<file path="src/rtl/axi_lite_regfile.sv">
// AXI4-Lite slave register file: NUM_REGS x DATA_WIDTH registers with byte strobes.
// Define AXIL_REGFILE_DECERR_EN to answer out-of-range accesses with DECERR instead of OKAY.
module axi_lite_regfile #(
    parameter int ADDR_WIDTH = 32,
    parameter int DATA_WIDTH = 32,
    parameter int NUM_REGS   = 16,
    localparam int STRB_WIDTH = DATA_WIDTH / 8
) (
    input  logic                           clk,
    input  logic                           rst,
    input  logic [ADDR_WIDTH-1:0]          awaddr,
    input  logic                           awvalid,
    output logic                           awready,
    input  logic [DATA_WIDTH-1:0]          wdata,
    input  logic [STRB_WIDTH-1:0]          wstrb,
    input  logic                           wvalid,
    output logic                           wready,
    output logic [1:0]                     bresp,
    output logic                           bvalid,
    input  logic                           bready,
    input  logic [ADDR_WIDTH-1:0]          araddr,
    input  logic                           arvalid,
    output logic                           arready,
    output logic [DATA_WIDTH-1:0]          rdata,
    output logic [1:0]                     rresp,
    output logic                           rvalid,
    input  logic                           rready,
    output logic [NUM_REGS*DATA_WIDTH-1:0] regs_o,
    output logic [NUM_REGS-1:0]            wr_pulse
);

    localparam int OFS   = $clog2(STRB_WIDTH);
    localparam int IDX_W = (NUM_REGS > 1) ? $clog2(NUM_REGS) : 1;
    localparam logic [ADDR_WIDTH-1:0] LIMIT = ADDR_WIDTH'(NUM_REGS * STRB_WIDTH);
    localparam logic [1:0] RESP_OKAY = 2'b00;
`ifdef AXIL_REGFILE_DECERR_EN
    localparam logic [1:0] RESP_OOR = 2'b11;
`else
    localparam logic [1:0] RESP_OOR = 2'b00;
`endif

    logic                                 aw_full_q, aw_full_d;
    logic [ADDR_WIDTH-1:0]                aw_addr_q, aw_addr_d;
    logic                                 w_full_q, w_full_d;
    logic [DATA_WIDTH-1:0]                w_data_q, w_data_d;
    logic [STRB_WIDTH-1:0]                w_strb_q, w_strb_d;
    logic                                 bvalid_q, bvalid_d;
    logic [1:0]                           bresp_q, bresp_d;
    logic                                 rvalid_q, rvalid_d;
    logic [DATA_WIDTH-1:0]                rdata_q, rdata_d;
    logic [1:0]                           rresp_q, rresp_d;
    logic [NUM_REGS-1:0]                  wr_pulse_q, wr_pulse_d;
    logic [NUM_REGS-1:0][DATA_WIDTH-1:0]  regs_q, regs_d;

    logic             aw_hs, w_hs, ar_hs, commit, wr_hit, rd_hit;
    logic [IDX_W-1:0] wr_idx, rd_idx;

    assign awready = !rst && !aw_full_q;
    assign wready  = !rst && !w_full_q;
    assign arready = !rst && !rvalid_q;

    assign aw_hs  = awvalid && awready;
    assign w_hs   = wvalid && wready;
    assign ar_hs  = arvalid && arready;
    // A held-off B response blocks the next commit; the buffers keep accepting meanwhile.
    assign commit = aw_full_q && w_full_q && (!bvalid_q || bready);

    assign wr_idx = aw_addr_q[OFS +: IDX_W];
    assign wr_hit = aw_addr_q < LIMIT;
    assign rd_idx = araddr[OFS +: IDX_W];
    assign rd_hit = araddr < LIMIT;

    always_comb begin
        aw_full_d  = aw_full_q;
        aw_addr_d  = aw_addr_q;
        w_full_d   = w_full_q;
        w_data_d   = w_data_q;
        w_strb_d   = w_strb_q;
        bvalid_d   = bvalid_q;
        bresp_d    = bresp_q;
        rvalid_d   = rvalid_q;
        rdata_d    = rdata_q;
        rresp_d    = rresp_q;
        regs_d     = regs_q;
        wr_pulse_d = '0;

        if (aw_hs) begin
            aw_full_d = 1'b1;
            aw_addr_d = awaddr;
        end
        if (w_hs) begin
            w_full_d = 1'b1;
            w_data_d = wdata;
            w_strb_d = wstrb;
        end
        if (bvalid_q && bready) bvalid_d = 1'b0;

        if (commit) begin
            aw_full_d = 1'b0;
            w_full_d  = 1'b0;
            bvalid_d  = 1'b1;
            bresp_d   = wr_hit ? RESP_OKAY : RESP_OOR;
            for (int i = 0; i < NUM_REGS; i++) begin
                if (wr_hit && wr_idx == IDX_W'(i)) begin
                    for (int k = 0; k < STRB_WIDTH; k++)
                        if (w_strb_q[k]) regs_d[i][8*k +: 8] = w_data_q[8*k +: 8];
                    wr_pulse_d[i] = |w_strb_q;
                end
            end
        end

        if (rvalid_q && rready) rvalid_d = 1'b0;
        // Read samples regs_q, so a same-edge commit is not visible in this response.
        if (ar_hs) begin
            rvalid_d = 1'b1;
            rresp_d  = rd_hit ? RESP_OKAY : RESP_OOR;
            rdata_d  = '0;
            for (int i = 0; i < NUM_REGS; i++)
                if (rd_hit && rd_idx == IDX_W'(i)) rdata_d = regs_q[i];
        end
    end

    always_ff @(posedge clk) begin
        if (rst) begin
            aw_full_q  <= 1'b0;
            aw_addr_q  <= '0;
            w_full_q   <= 1'b0;
            w_data_q   <= '0;
            w_strb_q   <= '0;
            bvalid_q   <= 1'b0;
            bresp_q    <= RESP_OKAY;
            rvalid_q   <= 1'b0;
            rdata_q    <= '0;
            rresp_q    <= RESP_OKAY;
            wr_pulse_q <= '0;
            regs_q     <= '0;
        end else begin
            aw_full_q  <= aw_full_d;
            aw_addr_q  <= aw_addr_d;
            w_full_q   <= w_full_d;
            w_data_q   <= w_data_d;
            w_strb_q   <= w_strb_d;
            bvalid_q   <= bvalid_d;
            bresp_q    <= bresp_d;
            rvalid_q   <= rvalid_d;
            rdata_q    <= rdata_d;
            rresp_q    <= rresp_d;
            wr_pulse_q <= wr_pulse_d;
            regs_q     <= regs_d;
        end
    end

    assign bvalid   = bvalid_q;
    assign bresp    = bresp_q;
    assign rvalid   = rvalid_q;
    assign rdata    = rdata_q;
    assign rresp    = rresp_q;
    assign wr_pulse = wr_pulse_q;
    assign regs_o   = regs_q;

endmodule

</file>
<file path="config.mk">
export PLATFORM = sky130hd
export DESIGN_NAME = axi_lite_regfile
export DESIGN_NICKNAME = d
export VERILOG_FILES = /design/src/rtl/axi_lite_regfile.sv
export SDC_FILE = /design/constraint.sdc
export NUM_CORES = 1
export LEC_CHECK = 0
export CAP_MARGIN = 20
export CORE_AREA = 8 8 257 259
export DETAILED_ROUTE_END_ITERATION = 8
export DIE_AREA = 0 0 265 267
export PLACE_DENSITY = 0.71
export RECOVER_POWER = 100
export SYNTH_ARGS = -nofsm -noshare
export SYNTH_HDL_FRONTEND = slang
export SYNTH_SLANG_ARGS = --single-unit
</file>
<file path="constraint.sdc">
create_clock -name clk -period 6.9 [get_ports clk]
set_input_delay 1.38 -clock clk [delete_from_list [all_inputs] [get_ports clk]]
set_output_delay 1.38 -clock clk [all_outputs]
set_load 0.03 [all_outputs]
</file>
==> results list <==
- Run status: finished with violations
* Failing checks: capacitance limit, slew limit
- Post-layout min period: 5400 ps
- Setup slack on the worst reg-to-reg path comes out at 2680 ps.
- Max-cap viol count: 6
- Number of placed cells counting well taps: 4,309
- Top cell type by total area after synthesis: sky130_fd_sc_hd__dfxtp_1
- The H-tree was split into 3 levels.
- In this run the power density over the cells is 219 mW/mm^2.
- The clock arrives with 22.2 ps of skew.
- Starting density of the core: 44.6%
* Startpoint-to-endpoint class of the critical path: primary input to flip-flop
- Pin placement for this block handled 676 I/O pins.
* Antenna violations before repair: 3
- Final standard cell count with taps included and fillers excluded: 4,430
* Worst-case clock buffer depth: 3
- After detailed routing, the number of remaining DRC violations is 0.
- Count of buffers from port buffering: 667
* Count of standard-cell rows: 92
* Relative slew slack: -130%
* Routed Antenna Nets: 0
- The number of hold-slack violations in the final timing report is 0.
- At the pin with the least slew margin, the transition time is 3440 ps.
- Arrival time at the worst endpoint: 5920 ps
* Fraction of final layout cells with drive strength greater than 1: 6.61%
- DR vias/cell: 6.00
* Vias after detailed routing: 26,600
* Syn Area/Cell: 9.12 um^2
- Largest vdd supply drop: 0.000161 V
- Critical Path RT: 7420 ps
- Total global routing overflow: 0
* Sequential element share of the synthesized area: 45.5%
* Count of clock tree sinks: 630
* Total power after layout: 8.05 mW
- CTS root buf: sky130_fd_sc_hd__clkbuf_16
- In this run, the number of DRC markers left after iteration 0 of detailed routing was 2,568.
- Total negative slack: 0 ps
- Die area: 0.0708 mm^2
* Vias in the first global route: 25,600
* Synthesized flop and latch total: 630
* Non-Filler Cell Area, Final: 0.0368 mm^2
- TritonCTS built the clock tree.
* Top-count cell post-synth: sky130_fd_sc_hd__dfxtp_1
- Highest achievable clock rate: 185 MHz
- Die width: 265 um
- Count of pins over their slew limit: 181
* Synthesized netlist cell count: 3,040
- The die is 267 um tall.
* Setup Fix Bufs, Post-CTS: 0
* Reg clk slew, reported paths: 60 ps
- In this run, post-CTS hold repair placed 0 buffers.
- Count of TritonRoute iterations in the first routing pass: 7
- Setup violations remaining at the end of the flow were counted as 0.
- The analysis attributes to cell leakage a power of 18.0 nW.
- Area fraction of the dominant cell type after synthesis: 45.5%
- At the end of routability-driven placement, the weighted congestion stood at 0.937.
- By count the netlist is led by sky130_fd_sc_hd__dfxtp_1, sky130_fd_sc_hd__nor2_1, sky130_fd_sc_hd__mux2i_1, sky130_fd_sc_hd__nand2_1, sky130_fd_sc_hd__clkbuf_1.
* HPWL reported at the end of detailed placement: 96.3 mm
- Warning count from the yosys run: 0
- The repair_antennas step left the layout with diodes totalling 0.
- The worst setup path is captured at a flip-flop.
- Critical Path Fanout Max: 9
- Among all flip-flop cells after synthesis, the most frequent one is sky130_fd_sc_hd__dfxtp_1.
* Routed wire length per instance: 29.9 um
- Final #Nets: 3,692
- Placeable Area: 0.0622 mm^2
- The min-delay analysis places its worst path in the category flip-flop to flip-flop.
- GR Util All Layers: 35.5%
- In the synthesized netlist the async set-or-reset flop fraction comes to 0%.
* Fraction of the cycle the final worst path needs: 78.3%
* Count of distinct cell types in the synthesized netlist: 85
- Wire length of the first global-routing pass: 186 mm
- Share of the core filled with cells in the final layout: 59.2%
- TritonCTS Buffers: 71
- Setup crit start kind: primary input
* Resize count post-CTS: 0
- Pin count of the biggest net entering global routing: 165
- Setup repair after global routing left no endpoint under its margin.
- Routed Wire Length: 132 mm
- Skew-Pair Late Insertion Delay: 610 ps
- In the post-synthesis netlist, the biggest area contributors are sky130_fd_sc_hd__dfxtp_1, sky130_fd_sc_hd__mux2i_1, sky130_fd_sc_hd__nor2_1.
- The area growth from synthesis to layout is 32.7%.
- Placed Area: 0.0349 mm^2
* Number of flops mapped to enable cells by yosys: 0
- After synthesis the cells add up to 0.0277 mm^2.
## placed cells by master, fill, tap and decap left out, drive strengths merged, types with 11 or more instances in the layout
master	count
dfxtp	630
dlygate4sd3	569
nor2	562
mux2i	477
o21ai	202
nand2	193
nand3	157
clkbuf	109
clkdlybuf4s50	93
a21oi	62
buf	52
a22oi	40
nor3	39
nand2b	38
mux2	34
o22ai	29
a211oi	27
nor4	22
nand3b	21
inv	18
a222oi	17
clkinv	15
o2111ai	14
a22o	14
nor2b	14
a31oi	13
o2bb2ai	11
or3	11
## where the power goes
part / switching, mW / internal (mW)
logic: 0.350 / 0.167
registers: 0.0991 / 3.68
clock network: 1.58 / 2.18
## metal layers
| metal | track usage (%) | wire (um) | part of all wire [%] |
|---|---|---|---|
| met5 | 0 | 36 | 0.027 |
| met4 | 20.0 | 8320 | 6.3 |
| met3 | 11.2 | 13300 | 10 |
| met2 | 59.4 | 62600 | 47 |
| met1 | 40.0 | 48100 | 36 |
## critical path, stage by stage
cell	delay, ps
sky130_fd_sc_hd__dlygate4sd3_1	530
sky130_fd_sc_hd__nor4_1	1260
sky130_fd_sc_hd__nand3_4	320
sky130_fd_sc_hd__nor2_1	1010
sky130_fd_sc_hd__clkbuf_1	430
sky130_fd_sc_hd__o311a_1	370
sky130_fd_sc_hd__a2bb2o_1	360
sky130_fd_sc_hd__a211oi_1	240
## cells by family after synthesis
group	count (synthesis)	share of synthesized area, %
mux	518	19.2
simple gates	1095	18.7
buf+inv	271	4.09
other cells	1	0.0135
compound gates	525	12.5
flops	630	45.5
## stage by stage
stage | hold slack, ps | setup slack [ps]
after CTS | 475 | 2800
after floorplan | 444 | 3530
final | 475 | 1500
after global routing | 498 | 1430
after detailed placement | 467 | 2150
after global placement | 461 | 2170
## final cells by class
type                    count  area, um^2
clock inverters            20         164
clock buffers              99        2090
flip-flops and latches    630       12600
inverters                  16        61.3
well taps                 799        1000
multi-input cells        2142       13800
fillers                  5521       25300
repair buffers            724        7080
## flip-flops by register name, indices dropped and copies added, names as in the netlist
register   count
aw_full_q      1
rdata         32
regs_o       512
w_strb_q       4
w_full_q       1
w_data_q      32
wr_pulse      16
rvalid         1
aw_addr_q     30
bvalid         1
## final timing paths
kind                        end  cells after the start     startpoint
setup reg to reg    w_data_q[0]                      5       w_full_q
hold reg to reg   aw_addr_q[10]                      2  aw_addr_q[10]
setup / recovery       rdata[4]                      8     araddr[13]
hold / removal    aw_addr_q[10]                      2  aw_addr_q[10]
Note: power is estimated with default switching activity, not from simulation.
